`src/rtl/traffic_light_ctrl_if.sv`:
```
// Lamp/request bundle between the tick-driven light sequencer and its surroundings.
// Handshake: no valid/ready pair here; tick is a one-clk enable strobe and every other signal is level-sampled on each clk.
interface traffic_light_ctrl_if #(
    parameter int TW = 8
);
    logic          tick;
    logic          ped_req;
    logic          night_mode;
    logic [2:0]    main_rgy;
    logic [2:0]    side_rgy;
    logic          walk;
    logic [2:0]    phase;
    logic [TW-1:0] timer;

    modport master (
        output tick, ped_req, night_mode,
        input  main_rgy, side_rgy, walk, phase, timer
    );

    modport slave (
        input  tick, ped_req, night_mode,
        output main_rgy, side_rgy, walk, phase, timer
    );
endinterface

```
`src/rtl/traffic_light_ctrl.sv`:
```
// Two-road traffic-light sequencer with pedestrian walk request and night flash mode.
// All phase durations are counted in ticks of the upstream divider strobe.
module traffic_light_ctrl #(
    parameter int T_MAIN_GREEN = 20,
    parameter int T_MAIN_MIN   = 6,
    parameter int T_YELLOW     = 3,
    parameter int T_ALL_RED    = 1,
    parameter int T_SIDE_GREEN = 10,
    parameter int TW           = 8
) (
    input logic                  clk,
    input logic                  reset,
    traffic_light_ctrl_if.slave  bus
);

    typedef enum logic [2:0] {
        MAIN_GREEN  = 3'd0,
        MAIN_YELLOW = 3'd1,
        ALL_RED_1   = 3'd2,
        SIDE_GREEN  = 3'd3,
        SIDE_YELLOW = 3'd4,
        ALL_RED_2   = 3'd5,
        FLASH       = 3'd6
    } state_t;

    localparam logic [2:0] LAMP_RED = 3'b100;
    localparam logic [2:0] LAMP_YEL = 3'b010;
    localparam logic [2:0] LAMP_GRN = 3'b001;

    localparam logic [TW-1:0] LD_MAIN_GREEN = TW'(T_MAIN_GREEN - 1);
    localparam logic [TW-1:0] LD_YELLOW     = TW'(T_YELLOW - 1);
    localparam logic [TW-1:0] LD_ALL_RED    = TW'(T_ALL_RED - 1);
    localparam logic [TW-1:0] LD_SIDE_GREEN = TW'(T_SIDE_GREEN - 1);
    // Timer value at the T_MAIN_MIN-th tick of main green; at or below it a pending request may cut green short.
    localparam logic [TW-1:0] EARLY_LIMIT   = TW'(T_MAIN_GREEN - T_MAIN_MIN);

    state_t        state, next_state;
    logic [TW-1:0] timer, next_timer;
    logic          ped_pending, next_ped_pending;
    logic          walk_grant, next_walk_grant;
    logic          flash_phase, next_flash_phase;

    always_ff @(posedge clk) begin
        if (reset) begin
            state       <= ALL_RED_2;
            timer       <= '0;
            ped_pending <= 1'b0;
            walk_grant  <= 1'b0;
            flash_phase <= 1'b0;
        end else begin
            state       <= next_state;
            timer       <= next_timer;
            ped_pending <= next_ped_pending;
            walk_grant  <= next_walk_grant;
            flash_phase <= next_flash_phase;
        end
    end

    always_comb begin
        next_state       = state;
        next_timer       = timer;
        next_ped_pending = ped_pending | bus.ped_req;
        next_walk_grant  = walk_grant;
        next_flash_phase = flash_phase;

        case (state)
            MAIN_GREEN: if (bus.tick) begin
                if (timer == '0 || (ped_pending && timer <= EARLY_LIMIT)) begin
                    next_state = MAIN_YELLOW;
                    next_timer = LD_YELLOW;
                end else begin
                    next_timer = timer - 1'b1;
                end
            end
            MAIN_YELLOW: if (bus.tick) begin
                if (timer == '0) begin
                    next_state = ALL_RED_1;
                    next_timer = LD_ALL_RED;
                end else begin
                    next_timer = timer - 1'b1;
                end
            end
            ALL_RED_1: if (bus.tick) begin
                if (timer == '0) begin
                    next_state = bus.night_mode ? FLASH : SIDE_GREEN;
                    next_timer = bus.night_mode ? '0 : LD_SIDE_GREEN;
                end else begin
                    next_timer = timer - 1'b1;
                end
            end
            SIDE_GREEN: if (bus.tick) begin
                if (timer == '0) begin
                    next_state = SIDE_YELLOW;
                    next_timer = LD_YELLOW;
                end else begin
                    next_timer = timer - 1'b1;
                end
            end
            SIDE_YELLOW: if (bus.tick) begin
                if (timer == '0) begin
                    next_state = ALL_RED_2;
                    next_timer = LD_ALL_RED;
                end else begin
                    next_timer = timer - 1'b1;
                end
            end
            ALL_RED_2: if (bus.tick) begin
                if (timer == '0) begin
                    next_state = bus.night_mode ? FLASH : MAIN_GREEN;
                    next_timer = bus.night_mode ? '0 : LD_MAIN_GREEN;
                end else begin
                    next_timer = timer - 1'b1;
                end
            end
            FLASH: if (bus.tick) begin
                if (!bus.night_mode) begin
                    next_state = ALL_RED_2;
                    next_timer = LD_ALL_RED;
                end else begin
                    next_timer = '0;
                end
            end
            default: begin
                next_state = ALL_RED_2;
                next_timer = LD_ALL_RED;
            end
        endcase

        // A request on the entry clk is folded into the grant rather than left pending.
        if (state != SIDE_GREEN && next_state == SIDE_GREEN) begin
            next_walk_grant  = ped_pending | bus.ped_req;
            next_ped_pending = 1'b0;
        end else if (state == SIDE_GREEN && next_state != SIDE_GREEN) begin
            next_walk_grant  = 1'b0;
        end

        if (state != FLASH && next_state == FLASH) begin
            next_flash_phase = 1'b1;
        end else if (state == FLASH && bus.tick) begin
            next_flash_phase = ~flash_phase;
        end
    end

    always_comb begin
        bus.main_rgy = LAMP_RED;
        bus.side_rgy = LAMP_RED;
        bus.walk     = 1'b0;
        bus.phase    = state;
        bus.timer    = timer;
        case (state)
            MAIN_GREEN:  bus.main_rgy = LAMP_GRN;
            MAIN_YELLOW: bus.main_rgy = LAMP_YEL;
            SIDE_GREEN: begin
                bus.side_rgy = LAMP_GRN;
                bus.walk     = walk_grant;
            end
            SIDE_YELLOW: bus.side_rgy = LAMP_YEL;
            FLASH: begin
                bus.main_rgy = {1'b0, flash_phase, 1'b0};
                bus.side_rgy = {1'b0, flash_phase, 1'b0};
            end
            default: begin
                bus.main_rgy = LAMP_RED;
                bus.side_rgy = LAMP_RED;
            end
        endcase
    end

endmodule

```
`src/flat_wrapper.sv`:
```
// flat-port wrapper written by rule: the top's interface ports become plain ports
module traffic_light_ctrl_flat 
#(
    parameter int T_MAIN_GREEN = 20,
    parameter int T_MAIN_MIN   = 6,
    parameter int T_YELLOW     = 3,
    parameter int T_ALL_RED    = 1,
    parameter int T_SIDE_GREEN = 10,
    parameter int TW           = 8
)
  (clk, reset, bus_tick, bus_ped_req, bus_night_mode, bus_main_rgy, bus_side_rgy, bus_walk, bus_phase, bus_timer);
  traffic_light_ctrl_if #(.TW(TW)) bus_i ();
  input logic clk;
  input logic reset;
  input wire logic [$bits(bus_i.tick)-1:0] bus_tick;
  input wire logic [$bits(bus_i.ped_req)-1:0] bus_ped_req;
  input wire logic [$bits(bus_i.night_mode)-1:0] bus_night_mode;
  output wire logic [$bits(bus_i.main_rgy)-1:0] bus_main_rgy;
  output wire logic [$bits(bus_i.side_rgy)-1:0] bus_side_rgy;
  output wire logic [$bits(bus_i.walk)-1:0] bus_walk;
  output wire logic [$bits(bus_i.phase)-1:0] bus_phase;
  output wire logic [$bits(bus_i.timer)-1:0] bus_timer;
  assign bus_i.tick = bus_tick;
  assign bus_i.ped_req = bus_ped_req;
  assign bus_i.night_mode = bus_night_mode;
  assign bus_main_rgy = bus_i.main_rgy;
  assign bus_side_rgy = bus_i.side_rgy;
  assign bus_walk = bus_i.walk;
  assign bus_phase = bus_i.phase;
  assign bus_timer = bus_i.timer;
  traffic_light_ctrl #(.T_MAIN_GREEN(T_MAIN_GREEN), .T_MAIN_MIN(T_MAIN_MIN), .T_YELLOW(T_YELLOW), .T_ALL_RED(T_ALL_RED), .T_SIDE_GREEN(T_SIDE_GREEN), .TW(TW)) u_core (.clk(clk), .reset(reset), .bus(bus_i));
endmodule
```
`config.mk`:
```
export PLATFORM = sky130hd
export DESIGN_NAME = traffic_light_ctrl_flat
export DESIGN_NICKNAME = d
export VERILOG_FILES = /design/src/rtl/traffic_light_ctrl_if.sv /design/src/rtl/traffic_light_ctrl.sv /design/src/flat_wrapper.sv
export SDC_FILE = /design/constraint.sdc
export NUM_CORES = 1
export LEC_CHECK = 0
export CORE_UTILIZATION = 55
export DETAILED_ROUTE_END_ITERATION = 6
export GPL_ROUTABILITY_DRIVEN = 0
export PLACE_DENSITY = 0.81
export SKIP_LAST_GASP = 1
export SYNTH_ARGS = -nofsm -noshare
export SYNTH_HDL_FRONTEND = slang
export SYNTH_SLANG_ARGS = --single-unit
```
`constraint.sdc`:
```
create_clock -name clk -period 4.9 [get_ports clk]
set_input_delay 0.49 -clock clk [delete_from_list [all_inputs] [get_ports clk]]
set_output_delay 0.49 -clock clk [all_outputs]
set_load 0.005 [all_outputs]
```
==> flow_summary.json <==
{
  "post_cts_buffers": 0,
  "cts_buffers": 3,
  "syn_area_um2": 1260,
  "ys_seq_area_frac": 0.222,
  "synth_fa_ha_area_frac": 0.0396,
  "core_um2": 2060,
  "die_x_um": 50.0,
  "postPlaceCellArea_um2": 1450,
  "cpMostUsedCell": "inv_1",
  "async_flop_share": 0,
  "core.rowCount": 16,
  "cts_root_buffer": "clkbuf_4",
  "area.growth.synth_to_final_pct": 17.6,
  "firstDrtPassIters": 4,
  "use_met2": 0.500,
  "syn_avg_cell_area_um2": 7.48,
  "cp.required_ps": 4410,
  "ios": 23,
  "critPathLaunchType": "flip-flop",
  "tightest_slew_ps": 767,
  "synth.mux.area_fraction": 0.00791,
  "cpMaxStageDelayCell": "dfxtp_1",
  "die_h_um": 50.0,
  "portBuffers": 22,
  "drive_above_1_share": 0.0714,
  "start_util": 0.613,
  "stdcell_area_um2": 1490,
  "via_per_inst": 6.63,
  "dpl.cell_count": 205,
  "post_cts_resized": 0,
  "ys_ff_latch": 14,
  "crit_arrival_ps": 2410,
  "clock_latency_ps": 310,
  "worstPathMaxFanout": 24,
  "leakage_nw": 0.539,
  "synth-simple-area-share": 0.358,
  "first_global_vias": 1194,
  "synth_area_leader_cell": "dfxtp_1",
  "htreeDepth": 1,
  "met3_usage": 0.0957,
  "ctsHoldBuffers": 0,
  "period_share": 0.591,
  "grt-busiest-layer": "met2",
  "netlist_instances": 169,
  "hold_slack_ps": 503,
  "grt_pass1_wl_um": 6230,
  "ys_top_cells_by_count": "16 x nor2_1, 14 x dfxtp_1, 12 x nand2_1, 11 x a21oi_1, 10 x nand3_1",
  "cpPeakStageDelay_ps": 820,
  "drc": 0,
  "synth_edf_count": 0,
  "nets": 192,
  "antenna_found_initial": 0,
  "ant_nets": 0,
  "syn-num-nets": 178,
  "synth_top_family_by_area": "simple AND/OR/NAND/NOR gates",
  "synthXorXnorAreaFrac": 0.0138,
  "synthTopCellsByArea": "dfxtp_1 22%, nor2_1 4.7%, a21oi_1 4.4%",
  "synth-compound-area-share": 0.273,
  "yosys_most_used_dff": "dfxtp_1",
  "min_path_type": "reg -> reg",
  "diodes": 0,
  "finalHoldViolCount": 0,
  "rsz0062_at_grt": "no",
  "worstSetupPathType": "reg -> out",
  "drt_iter0_markers": 91,
  "setup_viol": 0,
  "finClkSkew_ps": 21.3,
  "post_drt_wl_per_cell_um": 17.0,
  "drt-total-wl_um": 3560,
  "tritoncts": "built",
  "slew_headroom": 0.488,
  "grt_overflow": 0,
  "numClockSinks": 14,
  "grtUsageMet1": 0.466,
  "cts_buffer_depth": 2,
  "vias": 1385,
  "dieArea_um2": 2500,
  "grt_max_degree": 28,
  "max-vdd-ir-drop_mv": 0.579,
  "stdcell_count": 209,
  "status": "finished, final reports clean",
  "drv_cap": 0,
  "setup_tns_ps": 0,
  "slew_violations": 0,
  "grt_usage": 0.331,
  "cts.clk_slew.worst_paths_ps": 80,
  "synth_cell_type_count": 51,
  "fin_util": 0.721,
  "synth_top_area_share": 0.222,
  "dpl.hpwl_um": 2490,
  "powerDensity_nw_per_um2": 763,
  "synth-warning-count": 0,
  "endpoint_kind": "primary output",
  "yosysMostFrequentCell": "nor2_1",
  "fmaxAchievable_ghz": 0.345,
  "layout_min_cycle_time_ps": 2900,
  "nFillCells": 167,
  "crit_chain": "inv_1 -> nor2_1 -> nand2_1 -> inv_1 -> and2_1 -> clkdlybuf4s50_1"
}
## final cells by class
cell class | count | area [µm²] | area share
Timing Repair Buffer | 23 | 228 | 0.153
Tap cell | 27 | 33.8 | 0.0227
Clock buffer | 4 | 36.3 | 0.0244
Multi-Input combinational cell | 132 | 876 | 0.589
Sequential cell | 14 | 280 | 0.188
Inverter | 9 | 33.8 | 0.0227
## through the flow
step	total power, mW	setup WS (ps)
floorplan	0.821	2460
global placement	1.00	2290
detailed placement	1.03	2190
CTS	1.12	2050
global route	1.24	1830
finish	1.14	2000
## where the power goes
part | total [mW] | internal, mW | switching (mW)
sequential | 0.262 | 0.158 | 0.105
combinational | 0.783 | 0.351 | 0.433
clock | 0.0902 | 0.0454 | 0.0449
total | 1.14 | 0.554 | 0.582
## critical path: cells and delay by family (launching register included)
family / cells / cell delay, ps
buffers and inverters: 3 / 830
DFF: 1 / 820
and+or+nand+nor: 3 / 470
## cell families after synthesis
logic type | after synthesis
buf+inv | 23
fa+ha+maj | 4
simple gates | 78
compound gates | 47
xor+xnor | 2
mux | 1
flops | 14
## path summary, 6_finish.rpt
path                  startpoint                 to  slack (ps)  cells after the start
max          u_core.bus.phase[1]           bus_walk        2000                      6
min            u_core.walk_grant  u_core.walk_grant         500                      2
max reg2reg  u_core.bus.timer[0]  u_core.walk_grant        2090                     10
min reg2reg    u_core.walk_grant  u_core.walk_grant         500                      2
## sequential cells by signal, summed over array words and instances (netlist names)
signal,count
u_core.ped_pending,1
u_core.bus.phase,3
u_core.flash_phase,1
u_core.walk_grant,1
u_core.bus.timer,8
## layer usage
metal  wire, µm  vias to the layer above
met5          0                        -
met4         74                        0
met3        373                       17
met2       1620                       86
met1       1490                      621
li1           -                      661
## cells in the final DEF (no fill, tap or decap), types with 2 or more instances in the layout
| cell | instances |
|---|---|
| a221oi_1 | 2 |
| dfxtp_1 | 14 |
| nand2b_1 | 7 |
| nor3_1 | 5 |
| a21oi_1 | 11 |
| nand3_1 | 10 |
| a211o_1 | 2 |
| a31oi_1 | 5 |
| and3_1 | 2 |
| nor4b_1 | 2 |
| nand4_1 | 6 |
| a32oi_1 | 2 |
| nor3b_1 | 2 |
| or3_1 | 2 |
| clkdlybuf4s50_1 | 22 |
| inv_1 | 9 |
| ha_1 | 4 |
| nand2_1 | 12 |
| nor2_1 | 16 |
| o211ai_1 | 2 |
| o21ai_0 | 6 |
| clkbuf_4 | 3 |
| o2111ai_1 | 6 |
| nand3b_1 | 4 |
(Power assumes the default switching activity.)
